==> src/rtl/aes_pkg.sv <==
// Shared AES definitions: word/block types, S-box table, xtime and AES-128 constants.
// Used by the key schedule and by the cipher round datapath.
package aes_pkg;

    typedef logic [31:0]  word_t;
    typedef logic [127:0] block_t;

    typedef enum logic {StIdle, StRun} ks_state_e;

    localparam logic [7:0]  RCON_INIT = 8'h01;
    localparam int unsigned NR_AES128 = 10;

    localparam logic [7:0] SBOX [256] = '{
        8'h63, 8'h7c, 8'h77, 8'h7b, 8'hf2, 8'h6b, 8'h6f, 8'hc5,
        8'h30, 8'h01, 8'h67, 8'h2b, 8'hfe, 8'hd7, 8'hab, 8'h76,
        8'hca, 8'h82, 8'hc9, 8'h7d, 8'hfa, 8'h59, 8'h47, 8'hf0,
        8'had, 8'hd4, 8'ha2, 8'haf, 8'h9c, 8'ha4, 8'h72, 8'hc0,
        8'hb7, 8'hfd, 8'h93, 8'h26, 8'h36, 8'h3f, 8'hf7, 8'hcc,
        8'h34, 8'ha5, 8'he5, 8'hf1, 8'h71, 8'hd8, 8'h31, 8'h15,
        8'h04, 8'hc7, 8'h23, 8'hc3, 8'h18, 8'h96, 8'h05, 8'h9a,
        8'h07, 8'h12, 8'h80, 8'he2, 8'heb, 8'h27, 8'hb2, 8'h75,
        8'h09, 8'h83, 8'h2c, 8'h1a, 8'h1b, 8'h6e, 8'h5a, 8'ha0,
        8'h52, 8'h3b, 8'hd6, 8'hb3, 8'h29, 8'he3, 8'h2f, 8'h84,
        8'h53, 8'hd1, 8'h00, 8'hed, 8'h20, 8'hfc, 8'hb1, 8'h5b,
        8'h6a, 8'hcb, 8'hbe, 8'h39, 8'h4a, 8'h4c, 8'h58, 8'hcf,
        8'hd0, 8'hef, 8'haa, 8'hfb, 8'h43, 8'h4d, 8'h33, 8'h85,
        8'h45, 8'hf9, 8'h02, 8'h7f, 8'h50, 8'h3c, 8'h9f, 8'ha8,
        8'h51, 8'ha3, 8'h40, 8'h8f, 8'h92, 8'h9d, 8'h38, 8'hf5,
        8'hbc, 8'hb6, 8'hda, 8'h21, 8'h10, 8'hff, 8'hf3, 8'hd2,
        8'hcd, 8'h0c, 8'h13, 8'hec, 8'h5f, 8'h97, 8'h44, 8'h17,
        8'hc4, 8'ha7, 8'h7e, 8'h3d, 8'h64, 8'h5d, 8'h19, 8'h73,
        8'h60, 8'h81, 8'h4f, 8'hdc, 8'h22, 8'h2a, 8'h90, 8'h88,
        8'h46, 8'hee, 8'hb8, 8'h14, 8'hde, 8'h5e, 8'h0b, 8'hdb,
        8'he0, 8'h32, 8'h3a, 8'h0a, 8'h49, 8'h06, 8'h24, 8'h5c,
        8'hc2, 8'hd3, 8'hac, 8'h62, 8'h91, 8'h95, 8'he4, 8'h79,
        8'he7, 8'hc8, 8'h37, 8'h6d, 8'h8d, 8'hd5, 8'h4e, 8'ha9,
        8'h6c, 8'h56, 8'hf4, 8'hea, 8'h65, 8'h7a, 8'hae, 8'h08,
        8'hba, 8'h78, 8'h25, 8'h2e, 8'h1c, 8'ha6, 8'hb4, 8'hc6,
        8'he8, 8'hdd, 8'h74, 8'h1f, 8'h4b, 8'hbd, 8'h8b, 8'h8a,
        8'h70, 8'h3e, 8'hb5, 8'h66, 8'h48, 8'h03, 8'hf6, 8'h0e,
        8'h61, 8'h35, 8'h57, 8'hb9, 8'h86, 8'hc1, 8'h1d, 8'h9e,
        8'he1, 8'hf8, 8'h98, 8'h11, 8'h69, 8'hd9, 8'h8e, 8'h94,
        8'h9b, 8'h1e, 8'h87, 8'he9, 8'hce, 8'h55, 8'h28, 8'hdf,
        8'h8c, 8'ha1, 8'h89, 8'h0d, 8'hbf, 8'he6, 8'h42, 8'h68,
        8'h41, 8'h99, 8'h2d, 8'h0f, 8'hb0, 8'h54, 8'hbb, 8'h16
    };

    function automatic logic [7:0] sbox(input logic [7:0] b);
        return SBOX[b];
    endfunction

    function automatic logic [7:0] xtime(input logic [7:0] r);
        return {r[6:0], 1'b0} ^ (r[7] ? 8'h1b : 8'h00);
    endfunction

endpackage

==> src/rtl/aes128_key_schedule_if.sv <==
// Round-key handshake bundle: start/key request in, round keys out under valid/ready.
interface aes128_key_schedule_if;
    import aes_pkg::*;

    logic       start;
    block_t     key;
    logic       busy;
    block_t     rkey;
    logic [3:0] rkey_idx;
    logic       rkey_valid;
    logic       rkey_ready;
    logic       done;

    modport master (
        output start, key, rkey_ready,
        input  busy, rkey, rkey_idx, rkey_valid, done
    );

    modport slave (
        input  start, key, rkey_ready,
        output busy, rkey, rkey_idx, rkey_valid, done
    );
endinterface

==> src/rtl/aes_sub_word.sv <==
// SubWord: four parallel S-box lookups on a 32-bit word, purely combinational.
module aes_sub_word
    import aes_pkg::*;
(
    input  word_t word_i,
    output word_t word_o
);
    for (genvar i = 0; i < 4; i++) begin : g_byte
        assign word_o[8*i +: 8] = sbox(word_i[8*i +: 8]);
    end
endmodule

==> src/rtl/aes128_key_schedule.sv <==
// Iterative AES-128 key expansion: one round key per valid/ready handshake, rounds 0..NR.
// The next key is computed combinationally from the current one in a single cycle.
module aes128_key_schedule
    import aes_pkg::*;
#(
    parameter int unsigned NR    = NR_AES128,
    parameter int unsigned KEY_W = 128
) (
    input logic                  clk_i,
    input logic                  rst_i,
    aes128_key_schedule_if.slave ks
);
    if (NR != NR_AES128 || KEY_W != 128) begin : g_param_check
        $error("aes128_key_schedule supports only NR=10, KEY_W=128");
    end

    localparam logic [3:0] LastIdx = 4'(NR);

    ks_state_e        state_q;
    logic [KEY_W-1:0] key_q;
    logic [3:0]       idx_q;
    logic [7:0]       rcon_q;
    logic             done_q;

    word_t  w0, w1, w2, w3, rot, sub, temp, n0, n1, n2, n3;
    block_t key_next;

    assign {w0, w1, w2, w3} = key_q;
    assign rot = {w3[23:0], w3[31:24]};

    aes_sub_word u_sub_word (
        .word_i (rot),
        .word_o (sub)
    );

    assign temp     = sub ^ {rcon_q, 24'h0};
    assign n0       = w0 ^ temp;
    assign n1       = w1 ^ n0;
    assign n2       = w2 ^ n1;
    assign n3       = w3 ^ n2;
    assign key_next = {n0, n1, n2, n3};

    always_ff @(posedge clk_i) begin
        if (rst_i) begin
            state_q <= StIdle;
            key_q   <= '0;
            idx_q   <= '0;
            rcon_q  <= RCON_INIT;
            done_q  <= 1'b0;
        end else begin
            done_q <= 1'b0;
            unique case (state_q)
                StIdle: begin
                    if (ks.start) begin
                        key_q   <= ks.key;
                        idx_q   <= '0;
                        rcon_q  <= RCON_INIT;
                        state_q <= StRun;
                    end
                end
                StRun: begin
                    if (ks.rkey_ready) begin
                        if (idx_q == LastIdx) begin
                            state_q <= StIdle;
                            done_q  <= 1'b1;
                        end else begin
                            key_q  <= key_next;
                            idx_q  <= idx_q + 4'd1;
                            rcon_q <= xtime(rcon_q);
                        end
                    end
                end
                default: state_q <= StIdle;
            endcase
        end
    end

    // Outputs are forced to zero outside RUN so nothing stale leaks after reset or completion.
    assign ks.busy       = (state_q == StRun);
    assign ks.rkey_valid = (state_q == StRun);
    assign ks.rkey       = (state_q == StRun) ? key_q : '0;
    assign ks.rkey_idx   = (state_q == StRun) ? idx_q : 4'd0;
    assign ks.done       = done_q;

    function automatic logic [7:0] rcon_expect(input logic [3:0] idx);
        if (idx < 4'd8) return 8'h01 << idx;
        return (idx == 4'd8) ? 8'h1b : 8'h36;
    endfunction

    // rcon_q holds the constant for deriving round idx+1 from round idx.
    rcon_seq_a: assert property (@(posedge clk_i) disable iff (rst_i)
        (state_q == StRun && idx_q < LastIdx) |-> (rcon_q == rcon_expect(idx_q)));

endmodule

==> src/flat_wrapper.sv <==
// flat-port wrapper written by rule: the top's interface ports become plain ports
module aes128_key_schedule_flat import aes_pkg::*;
#(
    parameter int unsigned NR    = NR_AES128,
    parameter int unsigned KEY_W = 128
)
  (clk_i, rst_i, ks_start, ks_key, ks_rkey_ready, ks_busy, ks_rkey, ks_rkey_idx, ks_rkey_valid, ks_done);
  aes128_key_schedule_if ks_i ();
  input logic clk_i;
  input logic rst_i;
  input wire logic [$bits(ks_i.start)-1:0] ks_start;
  input wire logic [$bits(ks_i.key)-1:0] ks_key;
  input wire logic [$bits(ks_i.rkey_ready)-1:0] ks_rkey_ready;
  output wire logic [$bits(ks_i.busy)-1:0] ks_busy;
  output wire logic [$bits(ks_i.rkey)-1:0] ks_rkey;
  output wire logic [$bits(ks_i.rkey_idx)-1:0] ks_rkey_idx;
  output wire logic [$bits(ks_i.rkey_valid)-1:0] ks_rkey_valid;
  output wire logic [$bits(ks_i.done)-1:0] ks_done;
  assign ks_i.start = ks_start;
  assign ks_i.key = ks_key;
  assign ks_i.rkey_ready = ks_rkey_ready;
  assign ks_busy = ks_i.busy;
  assign ks_rkey = ks_i.rkey;
  assign ks_rkey_idx = ks_i.rkey_idx;
  assign ks_rkey_valid = ks_i.rkey_valid;
  assign ks_done = ks_i.done;
  aes128_key_schedule #(.NR(NR), .KEY_W(KEY_W)) u_core (.clk_i(clk_i), .rst_i(rst_i), .ks(ks_i));
endmodule
==> config.mk <==
export PLATFORM = sky130hd
export DESIGN_NAME = aes128_key_schedule_flat
export DESIGN_NICKNAME = d
export VERILOG_FILES = /design/src/rtl/aes_pkg.sv /design/src/rtl/aes128_key_schedule_if.sv /design/src/rtl/aes_sub_word.sv /design/src/rtl/aes128_key_schedule.sv /design/src/flat_wrapper.sv
export SDC_FILE = /design/constraint.sdc
export NUM_CORES = 1
export LEC_CHECK = 0
export BUFFER_PORTS_ARGS = -buffer_cell sky130_fd_sc_hd__buf_2
export CAP_MARGIN = 0
export CELL_PAD_IN_SITES_DETAIL_PLACEMENT = 1
export CELL_PAD_IN_SITES_GLOBAL_PLACEMENT = 1
export CORE_MARGIN = 2
export CORE_UTILIZATION = 40
export CTS_BUF_LIST = sky130_fd_sc_hd__clkbuf_8
export CTS_CLUSTER_SIZE = 10
export DETAILED_ROUTE_END_ITERATION = 10
export GPL_ROUTABILITY_DRIVEN = 0
export PLACE_DENSITY_LB_ADDON = 0.1
export REMOVE_ABC_BUFFERS = 1
export SLEW_MARGIN = 0
export SYNTH_ARGS = -nofsm -noshare
export SYNTH_HDL_FRONTEND = slang
export SYNTH_SLANG_ARGS = --single-unit
export TNS_END_PERCENT = 100
==> constraint.sdc <==
create_clock -name clk_i -period 5.6 [get_ports clk_i]
set_input_delay 0.56 -clock clk_i [delete_from_list [all_inputs] [get_ports clk_i]]
set_output_delay 0.56 -clock clk_i [all_outputs]
set_load 0.05 [all_outputs]
==> impl_table.tex <==
\begin{tabular}{lr}
\hline
Metric & Value \\
\hline
\multicolumn{2}{l}{\textbf{Status}} \\
Run status & complete, no violations \\
\multicolumn{2}{l}{\textbf{Worst setup path}} \\
Worst flop-to-flop path startpoint & u\_core.key\_q[17] \\
CP Max Fanout & 33 \\
Crit path launch type & register \\
Required time at the endpoint of the critical path & about 6 ns \\
Worst Reg-to-Reg Cells & 11 \\
Critical path class & register to register \\
Sort of element at the end of the critical path & register \\
Worst path arrival time & around 5.3 ns \\
Worst reg2reg endpoint & u\_core.key\_q[30] \\
Reg-to-reg setup timing slack & $\sim$0.76 ns \\
\multicolumn{2}{l}{\textbf{Placement}} \\
Port Buffer Count & 266 \\
Placement Setup Slack & just under 1 ns \\
Dpl hpwl & 84900 um \\
\multicolumn{2}{l}{\textbf{Route}} \\
Ratio of routed vias to standard cells & $\sim$7.0 \\
First-pass iteration count of the detailed router & 6 \\
Total number of vias & roughly 30000 \\
Avg WL per Cell & about 29 um \\
Detailed Route WL & about 120000 um \\
DR DRC count & 0 \\
Detail Route Antenna Nets & 0 \\
DR iter-0 viols & approximately 3800 \\
\multicolumn{2}{l}{\textbf{Power and ir drop}} \\
Switch Pwr & roughly 5.3 mW \\
Power after layout & $\sim$9.3 mW \\
Switching share of total power & 0.568 \\
VDD IR max & $\sim$0.22 mV \\
Clock power share & 0.106 \\
Combinational share of power & 0.734 \\
Lkg Pwr & between 9 and 10 nW \\
Power per cell area & 361 mW/mm\^{}2 \\
Proportion of power drawn by flip-flops and latches & 0.160 \\
Internal portion of total power & 4.03 mW \\
\multicolumn{2}{l}{\textbf{Synthesis}} \\
Most used flip-flop cell after synthesis & sky130\_fd\_sc\_hd\_\_dfxtp\_1 \\
Mapped cell area & 0.0241 mm\^{}2 \\
Number of storage elements in the synthesis netlist & around 140 \\
Number of instances in the synthesized netlist & between 3000 and 4000 \\
Share of flip-flops with an asynchronous set or reset & 0 \\
Distinct cell type count of the synthesized netlist & 100 \\
Number of flops mapped to enable cells by yosys & 0 \\
Synthesized area per cell & 6.88 um\^{}2 \\
Count of synthesis-stage warnings from yosys & 0 \\
Register area share after synthesis & 0.118 \\
\multicolumn{2}{l}{\textbf{STA}} \\
Setup repair after global routing missed its margin & false \\
Minimum clock period & approximately 4.8 ns \\
Setup-violating endpoint count in the final report & 0 \\
Max Clock Freq & 207 MHz \\
Max-slew violation count & 0 \\
Transition time at the pin with the least slew margin & roughly 1.1 ns \\
Final Hold Violating Endpoints & 0 \\
Final setup TNS & 0 ns \\
Period utilisation layout & 0.863 \\
Final Hold Slack & 0.278 ns \\
Worst clock skew & between 0.02 and 0.03 ns \\
Relative slew slack & 0.252 \\
Final setup slack of the worst path & $\sim$0.76 ns \\
\multicolumn{2}{l}{\textbf{Worst hold path}} \\
End point of the most critical hold path & u\_core.key\_q[65] \\
Class of the tightest hold or removal check & input port to register \\
Hold Crit Start & ks\_key[65] \\
Hold Path Cell Cnt & 3 \\
\multicolumn{2}{l}{\textbf{CTS}} \\
CTS clock-pin slew for the worst setup and hold paths & roughly 0.1 ns \\
Post-CTS Setup Bufs & 0 \\
TritonCTS clock tree & built \\
Number of levels in the clock H-tree & 4 \\
Sink Count & 142 \\
Clock buffer count from CTS & 17 \\
Hold\_buf cts & 0 \\
Insertion delay to the later sink of the worst-skew pair & approximately 0.58 ns \\
Cts repair resizes & 0 \\
Max Buffers Root-to-Sink & 2 \\
Clock root buffer & sky130\_fd\_sc\_hd\_\_clkbuf\_8 \\
\multicolumn{2}{l}{\textbf{Global routing}} \\
Maximum number of pins on one net before global-route repair & 107 \\
Global-route total usage across every layer & 0.376 \\
GR Overflow Total & 0 \\
Antenna violations before repair & 8 \\
Global-route wire length before repair & between 150000 and 200000 um \\
Vias in the first global route & approximately 29000 \\
\multicolumn{2}{l}{\textbf{Finish}} \\
Synth-to-Final Area Change & 7.01\% \\
Fraction of final layout cells sized beyond drive strength 1 & 0.157 \\
Number of nets at the end of the flow & roughly 3700 \\
Filler Cell Count & around 7800 \\
\multicolumn{2}{l}{\textbf{Floorplanning}} \\
Vertical die dimension & around 250 um \\
Core box area & about 0.060 mm\^{}2 \\
Width of the die & between 200 and 250 um \\
Area of the die & between 0.06 and 0.07 mm\^{}2 \\
Initial Utilization & 0.402 \\
Number of cell rows & 90 \\
Number of primary I/O pins & about 270 \\
\multicolumn{2}{l}{\textbf{Run}} \\
Maxcap violations & 0 \\
\hline
\end{tabular}
-- placed cells by master, fill, tap and decap left out, types with 66 or more instances in the layout --
| cell type | n |
|---|---|
| sky130_fd_sc_hd__a21oi_1 | 279 |
| sky130_fd_sc_hd__nor2_1 | 278 |
| sky130_fd_sc_hd__nand2_1 | 276 |
| sky130_fd_sc_hd__buf_2 | 265 |
| sky130_fd_sc_hd__o21ai_0 | 225 |
| sky130_fd_sc_hd__nor3_1 | 154 |
| sky130_fd_sc_hd__dfxtp_1 | 129 |
| sky130_fd_sc_hd__and2_1 | 114 |
| sky130_fd_sc_hd__nor2b_1 | 107 |
| sky130_fd_sc_hd__nand3_1 | 105 |
| sky130_fd_sc_hd__nand2b_1 | 99 |
| sky130_fd_sc_hd__a31oi_1 | 86 |
| sky130_fd_sc_hd__a211oi_1 | 84 |
| sky130_fd_sc_hd__buf_4 | 80 |
| sky130_fd_sc_hd__xnor2_1 | 66 |
| sky130_fd_sc_hd__mux2i_1 | 66 |
-- area by class of cell --
class / instances / area (um^2) / share of cell area
multi-input combinational: 2878 / 19300 / 0.747
sequential: 142 / 2880 / 0.111
timing repair buffer: 347 / 1960 / 0.0758
tap: 782 / 978 / 0.0379
inverter: 70 / 268 / 0.0104
clock buffer: 18 / 248 / 0.00959
clock inverter: 14 / 183 / 0.00707
antenna: 4 / 10.0 / 0.000388
-- how the worst max path moves through the flow --
stage                      from                to  slack (ns)  depth (start not counted)
2_1_floorplan    u_core.ks.busy  u_core.key_q[18]       -6.49                          7
3_3_place_gp   u_core.key_q[17]  u_core.key_q[30]        1.04                         11
3_5_place_dp   u_core.key_q[17]  u_core.key_q[30]        0.98                         11
4_1_cts        u_core.key_q[17]  u_core.key_q[30]        0.93                         11
5_1_grt        u_core.key_q[17]  u_core.key_q[30]        0.69                         11
6_report       u_core.key_q[17]  u_core.key_q[30]        0.76                         11
-- synthesized netlist by cell type, types with 13 or more instances --
cell type	instances	area share
sky130_fd_sc_hd__a21oi_1	279	0.058
sky130_fd_sc_hd__nor2_1	279	0.043
sky130_fd_sc_hd__nand2_1	278	0.043
sky130_fd_sc_hd__clkbuf_1	252	0.039
sky130_fd_sc_hd__o21ai_0	225	0.047
sky130_fd_sc_hd__nor3_1	154	0.032
sky130_fd_sc_hd__dfxtp_1	142	0.12
sky130_fd_sc_hd__and2_1	114	0.030
sky130_fd_sc_hd__nor2b_1	108	0.028
sky130_fd_sc_hd__buf_2	106	0.022
sky130_fd_sc_hd__nand3_1	106	0.022
sky130_fd_sc_hd__nand2b_1	99	0.026
sky130_fd_sc_hd__a31oi_1	86	0.022
sky130_fd_sc_hd__a211oi_1	84	0.026
sky130_fd_sc_hd__mux2i_1	66	0.027
sky130_fd_sc_hd__xnor2_1	66	0.024
sky130_fd_sc_hd__mux4_2	63	0.059
sky130_fd_sc_hd__ha_1	62	0.032
sky130_fd_sc_hd__inv_1	58	0.0090
sky130_fd_sc_hd__a311oi_1	49	0.018
sky130_fd_sc_hd__buf_1	47	0.0073
sky130_fd_sc_hd__o211ai_1	45	0.014
sky130_fd_sc_hd__xor2_1	39	0.014
sky130_fd_sc_hd__and3_1	37	0.0096
sky130_fd_sc_hd__o31ai_1	35	0.011
sky130_fd_sc_hd__o22ai_1	34	0.0088
sky130_fd_sc_hd__o311ai_0	31	0.011
sky130_fd_sc_hd__or2_2	29	0.0075
sky130_fd_sc_hd__a211o_1	27	0.0098
sky130_fd_sc_hd__nor4_1	26	0.0067
sky130_fd_sc_hd__nor3b_1	25	0.0078
sky130_fd_sc_hd__or3_1	25	0.0065
sky130_fd_sc_hd__nand3b_1	22	0.0068
sky130_fd_sc_hd__a21o_1	21	0.0065
sky130_fd_sc_hd__a221oi_1	21	0.0076
sky130_fd_sc_hd__a22oi_1	21	0.0065
sky130_fd_sc_hd__o21a_1	20	0.0062
sky130_fd_sc_hd__a2111oi_0	19	0.0069
sky130_fd_sc_hd__mux2_2	18	0.0084
sky130_fd_sc_hd__o221ai_1	16	0.0058
sky130_fd_sc_hd__a32oi_1	15	0.0054
sky130_fd_sc_hd__o2111ai_1	15	0.0054
sky130_fd_sc_hd__o32ai_1	15	0.0054
sky130_fd_sc_hd__nand4_1	13	0.0034
-- metal layers --
layer | up-vias | track usage | wire length [um]
met3 | 400 | 0.0787 | 12000
met5 | - | 0 | 46
met1 | 14700 | 0.486 | 49200
met4 | 8 | 0.199 | 6740
met2 | 1848 | 0.588 | 53500
li1 | 13000 | - | -
-- metrics by stage --
stage | instance area (um^2) | utilization | cells
after floorplan | 22400 | - | 3090
after global placement | 25400 | 0.423 | 4219
after detailed placement | 25400 | 0.423 | 4219
after CTS | 25800 | 0.430 | 4251
after global routing | 25800 | 0.430 | 4253
final | 25800 | 0.430 | 4255
-- cells by family (layout without fill, tap and decap cells) --
group,after synthesis,in the layout,share of synthesized area
other,0,4,0
DFF,142,142,0.118
AOI/OAI and AO/OA,1196,1196,0.336
xor gates and xnor gates,120,120,0.0505
adders and majority gates,63,63,0.0326
muxes,148,148,0.0951
buffers and inverters,486,449,0.0835
and+or+nand+nor,1351,1351,0.285
-- power by group through the flow --
| stage | Combinational (mW) | Sequential, mW | Clock, mW |
|---|---|---|---|
| 2_1_floorplan | 4.20 | 1.72 | 0 |
| 3_3_place_gp | 6.48 | 1.48 | 0 |
| 3_5_place_dp | 6.61 | 1.50 | 0 |
| 4_1_cts | 6.64 | 1.48 | 1.01 |
| 5_1_grt | 7.21 | 1.52 | 1.04 |
| 6_report | 6.84 | 1.49 | 0.991 |
-- critical path, cell delays in order (launching register included) --
cell and delay (ns):
sky130_fd_sc_hd__dfxtp_1 0.44, sky130_fd_sc_hd__buf_4 0.44, sky130_fd_sc_hd__ha_1 0.76, sky130_fd_sc_hd__and2_1 0.60
sky130_fd_sc_hd__nor2_1 0.17, sky130_fd_sc_hd__mux4_2 0.53, sky130_fd_sc_hd__o311ai_1 0.33, sky130_fd_sc_hd__a21oi_1 0.11
sky130_fd_sc_hd__or3_1 0.44, sky130_fd_sc_hd__xnor3_1 0.50, sky130_fd_sc_hd__o31a_1 0.28, sky130_fd_sc_hd__o32ai_1 0.12
-- sequential cells by signal, indices dropped and copies added (netlist names) --
signal	flops
u_core.key_q	128
u_core.rcon_q	8
u_core.idx_q	4
u_core.ks.busy	1
u_core.ks.done	1
Note: power is estimated with default switching activity, not from simulation.
